File: config.mk
export PLATFORM = sky130hd
export DESIGN_NAME = cache_arbiter_adaptor
export DESIGN_NICKNAME = d
export VERILOG_FILES = /design/src/rtl/cache_arbiter_adaptor_pkg.sv /design/src/rtl/cache_arbiter_adaptor_beat_buf.sv /design/src/rtl/cache_arbiter_adaptor.sv
export SDC_FILE = /design/constraint.sdc
export NUM_CORES = 1
export LEC_CHECK = 0
export ABC_AREA = 1
export ABC_CLOCK_PERIOD_IN_PS = 2900
export CAP_MARGIN = 10
export CORE_AREA = 5 5 386 388
export CTS_CLUSTER_SIZE = 14
export DETAILED_ROUTE_END_ITERATION = 7
export DIE_AREA = 0 0 391 393
export DONT_BUFFER_PORTS = 1
export GPL_TIMING_DRIVEN = 0
export RECOVER_POWER = 100
export SLEW_MARGIN = 30
export SYNTH_ARGS = -nofsm -noshare
export SYNTH_HDL_FRONTEND = slang
export SYNTH_SLANG_ARGS = --single-unit
File: constraint.sdc
create_clock -name clk -period 2.9 [get_ports clk]
set_input_delay 0 -clock clk [delete_from_list [all_inputs] [get_ports clk]]
set_output_delay 0 -clock clk [all_outputs]
set_load 0.005 [all_outputs]
File: src/rtl/cache_arbiter_adaptor_pkg.sv
// Shared types and sizing for the I/D cache to physical-memory arbiter.
package rv32i_types;

    localparam int unsigned LINE_W     = 256;
    localparam int unsigned BEAT_W     = 64;
    localparam int unsigned BEATS      = 4;
    localparam int unsigned BEAT_IDX_W = $clog2(BEATS);
    localparam int unsigned ADDR_W     = 32;

    // Line-aligned address: the low five bits address bytes within a 32-byte line.
    localparam logic [ADDR_W-1:0] LINE_ADDR_MASK = 32'hFFFF_FFE0;

    typedef enum logic [2:0] {
        IDLE,
        I_READ,
        D_READ,
        D_WRITE,
        DONE
    } arb_state_t;

endpackage

File: src/rtl/cache_arbiter_adaptor_beat_buf.sv
// One cache line register that can be loaded whole or one memory beat at a time,
// and presents the beat selected by beat_idx.
module cacheline_beat_buf
    import rv32i_types::*;
(
    input  logic                  clk,
    input  logic                  rst,
    input  logic                  load_line,
    input  logic [LINE_W-1:0]     line_in,
    input  logic                  load_beat,
    input  logic [BEAT_IDX_W-1:0] beat_idx,
    input  logic [BEAT_W-1:0]     beat_in,
    output logic [LINE_W-1:0]     line,
    output logic [BEAT_W-1:0]     beat_out
);

    // Whole-line load takes priority over a single-beat update.
    always_ff @(posedge clk) begin
        if (rst) begin
            line <= '0;
        end else if (load_line) begin
            line <= line_in;
        end else if (load_beat) begin
            line[beat_idx*BEAT_W +: BEAT_W] <= beat_in;
        end
    end

    assign beat_out = line[beat_idx*BEAT_W +: BEAT_W];

endmodule

File: src/rtl/cache_arbiter_adaptor.sv
// Arbitrates I-cache and D-cache line requests onto one 4-beat, 64-bit burst
// memory port. Reads are assembled into a shared line buffer; writebacks are
// latched at grant and streamed out beat by beat.
module cache_arbiter_adaptor
    import rv32i_types::*;
(
    input  logic              clk,
    input  logic              rst,

    input  logic              i_pmem_read,
    input  logic [ADDR_W-1:0] i_pmem_address,
    output logic [LINE_W-1:0] i_pmem_rdata,
    output logic              i_pmem_resp,

    input  logic              d_pmem_read,
    input  logic              d_pmem_write,
    input  logic [ADDR_W-1:0] d_pmem_address,
    input  logic [LINE_W-1:0] d_pmem_wdata,
    output logic [LINE_W-1:0] d_pmem_rdata,
    output logic              d_pmem_resp,

    output logic              mem_read,
    output logic              mem_write,
    output logic [ADDR_W-1:0] mem_address,
    output logic [BEAT_W-1:0] mem_wdata,
    input  logic [BEAT_W-1:0] mem_rdata,
    input  logic              mem_resp
);

    arb_state_t            state;
    logic [BEAT_IDX_W-1:0] beat_cnt;
    // Winner of the most recent contested arbitration (1 = D-cache).
    logic                  last_grant_d;

    logic i_req;
    logic d_req;
    logic contested;
    logic grant_d;
    logic in_burst;
    logic beat_fire;
    logic last_beat;
    logic wr_load;
    logic rd_load_beat;

    logic [LINE_W-1:0] rd_line;
    logic [BEAT_W-1:0] rd_beat_unused;
    logic [LINE_W-1:0] wr_line_unused;

    assign i_req        = i_pmem_read;
    assign d_req        = d_pmem_read | d_pmem_write;
    assign contested    = i_req & d_req;
    assign grant_d      = d_req & (~i_req | ~last_grant_d);
    assign in_burst     = (state == I_READ) || (state == D_READ) || (state == D_WRITE);
    assign beat_fire    = in_burst & mem_resp;
    assign last_beat    = (beat_cnt == BEAT_IDX_W'(BEATS - 1));
    assign wr_load      = (state == IDLE) & grant_d & d_pmem_write;
    assign rd_load_beat = beat_fire & (state != D_WRITE);

    assign i_pmem_rdata = rd_line;
    assign d_pmem_rdata = rd_line;

    // Read line assembly: one slot per returned beat, held until the next read.
    cacheline_beat_buf u_rd_buf (
        .clk       (clk),
        .rst       (rst),
        .load_line (1'b0),
        .line_in   ('0),
        .load_beat (rd_load_beat),
        .beat_idx  (beat_cnt),
        .beat_in   (mem_rdata),
        .line      (rd_line),
        .beat_out  (rd_beat_unused)
    );

    // Writeback line captured at grant and presented one beat at a time.
    cacheline_beat_buf u_wr_buf (
        .clk       (clk),
        .rst       (rst),
        .load_line (wr_load),
        .line_in   (d_pmem_wdata),
        .load_beat (1'b0),
        .beat_idx  (beat_cnt),
        .beat_in   ('0),
        .line      (wr_line_unused),
        .beat_out  (mem_wdata)
    );

    // Arbitration, burst sequencing and registered handshake outputs.
    always_ff @(posedge clk) begin
        if (rst) begin
            state        <= IDLE;
            beat_cnt     <= '0;
            last_grant_d <= 1'b0;
            mem_read     <= 1'b0;
            mem_write    <= 1'b0;
            mem_address  <= '0;
            i_pmem_resp  <= 1'b0;
            d_pmem_resp  <= 1'b0;
        end else begin
            i_pmem_resp <= 1'b0;
            d_pmem_resp <= 1'b0;
            case (state)
                IDLE: begin
                    if (contested) begin
                        last_grant_d <= grant_d;
                    end
                    if (grant_d) begin
                        mem_address <= d_pmem_address & LINE_ADDR_MASK;
                        if (d_pmem_write) begin
                            state     <= D_WRITE;
                            mem_write <= 1'b1;
                        end else begin
                            state    <= D_READ;
                            mem_read <= 1'b1;
                        end
                    end else if (i_req) begin
                        mem_address <= i_pmem_address & LINE_ADDR_MASK;
                        state       <= I_READ;
                        mem_read    <= 1'b1;
                    end
                end
                I_READ, D_READ, D_WRITE: begin
                    if (mem_resp) begin
                        beat_cnt <= beat_cnt + BEAT_IDX_W'(1);
                        if (last_beat) begin
                            state     <= DONE;
                            mem_read  <= 1'b0;
                            mem_write <= 1'b0;
                            if (state == I_READ) begin
                                i_pmem_resp <= 1'b1;
                            end else begin
                                d_pmem_resp <= 1'b1;
                            end
                        end
                    end
                end
                DONE: begin
                    state <= IDLE;
                end
                default: begin
                    state <= IDLE;
                end
            endcase
        end
    end

endmodule

==> flow_metrics.py <==
metrics = {
    "cts": {
        "cts_buffers": 68,
        "cts-root-buf": "clkbuf_16",
        "cts_tree": "yes",
        "clkSinkCount": 549,
        "h-tree-depth": 3,
        "insertion_delay_ns": 0.68,
        "clk_pin_slew_ns": 0.06,
        "cts_buffer_depth": 3,
    },
    "global_route": {
        "grt_antenna_before_repair": 51,
        "grt_pass1_wl_um": 237000,
        "grt_max_degree": 14,
        "grt_usage_pct": 22.2,
        "grt_pass1_vias": 28500,
        "overflow": 0,
    },
    "timing": {
        "hold_viol": 0,
        "final-setup-viol-count": 0,
        "final.min_clock_period_ns": 2.79,
        "timing.fmax_mhz": 358,
        "relSlewSlack_pct": 12.6,
        "fin_ws_ns": 0.107,
        "rsz0062_at_grt": "false",
        "drv_slew": 0,
        "whs_ns": 0.0579,
        "min_period_over_period_pct": 96.3,
        "tightest_slew_ns": 1.31,
        "clock_skew_ns": 0.0314,
    },
    "worst_setup_path": {
        "cp-end-kind": "flop",
        "critPathRequiredTime_ns": 3.50,
        "r2r-start": "state[0]$_SDFFE_PP0P_",
        "crit_path_top_delay_cell": "dlygate4sd3_1",
        "path_common_cell": "nor2_1",
        "r2r_slack_ns": 0.11,
        "cp_cell_sequence": "nor2_1 > nand2_1 > nor2_4 > inv_1 > buf_2 > clkbuf_1 > nor2_1 > dlygate4sd3_1 > nor2_1",
        "critPathMaxFanout": 12,
        "critPathArrivalTime_ns": 3.39,
        "r2r_end": "u_wr_buf.line[192]$_SDFFE_PP0P_",
        "path_class": "reg2reg",
        "cpPeakStageDelay_ns": 0.61,
        "r2r_cells": 9,
        "cp-start-kind": "flop",
        "crit_path_start": "state[0]$_SDFFE_PP0P_",
        "worstSetupEndpoint": "u_wr_buf.line[192]$_SDFFE_PP0P_",
    },
    "hold_path": {
        "hp-class": "in2reg",
    },
    "drt": {
        "dr_total_vias": 29200,
        "drt_iter0_drc": 2781,
        "ant_nets": 0,
        "finalWirelength_um": 179000,
        "viasPerCell": 4.64,
        "drcViolationCount": 0,
        "dr.pass1.iters": 6,
        "wl_per_cell_um": 28.5,
    },
    "yosys": {
        "synth_cells": 3632,
        "synth_flop_cell": "dfxtp_1",
        "ys_warn_count": 0,
        "synthArstFlopShare_pct": 0,
        "synth_cell_types": 26,
        "synth_seq_cells": 549,
        "synth_edf_count": 0,
        "synth_top_cell_by_area": "dfxtp_1",
        "ys_seq_area_share_pct": 43.6,
        "synth_most_common_cell": "nor2_1",
        "syn_avg_cell_area_um2": 6.95,
        "ys_top_cells_by_count": "nor2_1 (1215), dfxtp_1 (549), o21ai_0 (386)",
        "synth_top_cell_area_share_pct": 43.6,
        "syn_area_um2": 25200,
        "synth.area.top_cells": "dfxtp_1 (44%), nor2_1 (18%), buf_4 (7.8%), o21ai_0 (7.7%), nand2_1 (4.8%)",
    },
    "finish": {
        "drive_above_1_share_pct": 11.1,
        "nNetsFinal": 4694,
        "area_growth_pct": 43.4,
    },
    "power_and_ir_drop": {
        "ir_worst_vdd_mv": 0.544,
        "cellLeakagePower_nw": 15.0,
        "power_density_nw_per_um2": 923,
    },
    "floorplan": {
        "start_util_pct": 17.4,
        "core.rowCount": 140,
        "core-area_um2": 145000,
        "dieWidth_um": 391,
        "die-area_um2": 154000,
        "io-pin-count": 1002,
        "die_h_um": 393,
    },
    "placed_design": {
        "routabilityCongestion": 0.899,
        "hpwl_um": 137000,
        "portBuffers": 0,
        "place_ws_ns": -1.42,
    },
    "run_status": {
        "outcome": "completed",
    },
    "run": {
        "maxCapViolations": 0,
    },
}
## layer usage
layer	global-route usage (%)	wire length (um)	vias to the layer above
li1	-	-	12700
met4	11.1	10800	26
met5	0	160	-
met3	6.80	17600	547
met2	37.9	84000	2081
met1	25.1	66800	13800
## cell families after synthesis
kind of cell	count (synthesis)	synth area share, %
simple gates	1782	27.8
buf+inv	648	13.9
compound gates	647	14.4
flops	549	43.6
fa+ha+maj	5	0.248
other cells	1	0.0149
## final cells by class
class,count,area [um2]
fill,15600,109000
multi-input combinational,2439,11000
sequential,549,11000
timing repair buffer,598,6070
buffer,524,2900
tap,1917,2400
clock buffer,94,1940
inverter,119,464
clock inverter,26,347
antenna,21,52.6
## report_power, final
group / total [W] / switching, W / internal, W
sequential: 0.0114 / 0.00200 / 0.00936
clock: 0.00889 / 0.00378 / 0.00511
combinational: 0.0132 / 0.00913 / 0.00403
## timing repair
item,in CTS,in global routing
gates cloned,0,0
setup endpoints to repair,329,119
gates resized for setup,106,21
pin swaps,5,2
hold endpoints to repair,549,0
hold buffers,582,0
buffers inserted,9,2
## metrics by stage
step / utilization (%) / total power [W] / setup TNS (ns) / instance area, um2 / cells
4_1_cts: 25.2 / 0.0337 / 0 / 36500 / 6267
3_3_place_gp: 19.1 / 0.0228 / -474.73 / 27600 / 5553
5_1_grt: 24.9 / 0.0349 / 0 / 36200 / 6276
6_report: 24.9 / 0.0334 / 0 / 36200 / 6287
2_1_floorplan: - / 0.0167 / 0 / 25200 / 3636
3_5_place_dp: 19.2 / 0.0230 / -258.57 / 27900 / 5558
## registers in the layout, summed over array words and instances (netlist names)
| register | cells |
|---|---|
| mem_address | 27 |
| i_pmem_resp | 1 |
| mem_read | 1 |
| u_wr_buf.line | 256 |
| state | 3 |
| mem_write | 1 |
| last_grant_d | 1 |
| d_pmem_resp | 1 |
| u_rd_buf.line | 256 |
| beat_cnt | 2 |
## how the worst min path moves through the flow
| stage | start | end | slack, ns | depth (start not counted) |
|---|---|---|---|---|
| floorplan | d_pmem_wdata[0] | u_wr_buf.line[0]$_SDFFE_PP0P_ | 0.13 | 2 |
| global placement | d_pmem_wdata[219] | u_wr_buf.line[219]$_SDFFE_PP0P_ | 0.14 | 2 |
| detailed placement | d_pmem_wdata[78] | u_wr_buf.line[78]$_SDFFE_PP0P_ | 0.14 | 2 |
| CTS | d_pmem_wdata[91] | u_wr_buf.line[91]$_SDFFE_PP0P_ | 0.000003 | 3 |
| global route | d_pmem_wdata[30] | u_wr_buf.line[30]$_SDFFE_PP0P_ | 0.04 | 3 |
| finish | d_pmem_wdata[16] | u_wr_buf.line[16]$_SDFFE_PP0P_ | 0.06 | 3 |
## critical path, delay by kind of cell (launching register included)
family / cells / cell delay, ns
buf+inv: 4 / 1.70
simple gates: 5 / 0.63
flops: 1 / 0.40
## layout by cell type, fill, tap and decap left out, drive strengths merged, types with 5 or more instances in the layout
cell	instances
dlygate4sd3	582
nand3	181
nor3	51
a21oi	66
nand2	326
conb	5
clkbuf	547
nor2	1219
buf	87
inv	124
dfxtp	549
diode	21
o22ai	64
clkinv	15
o21bai	128
ha	5
o21ai	388
Power figures use the tool's default switching activity.
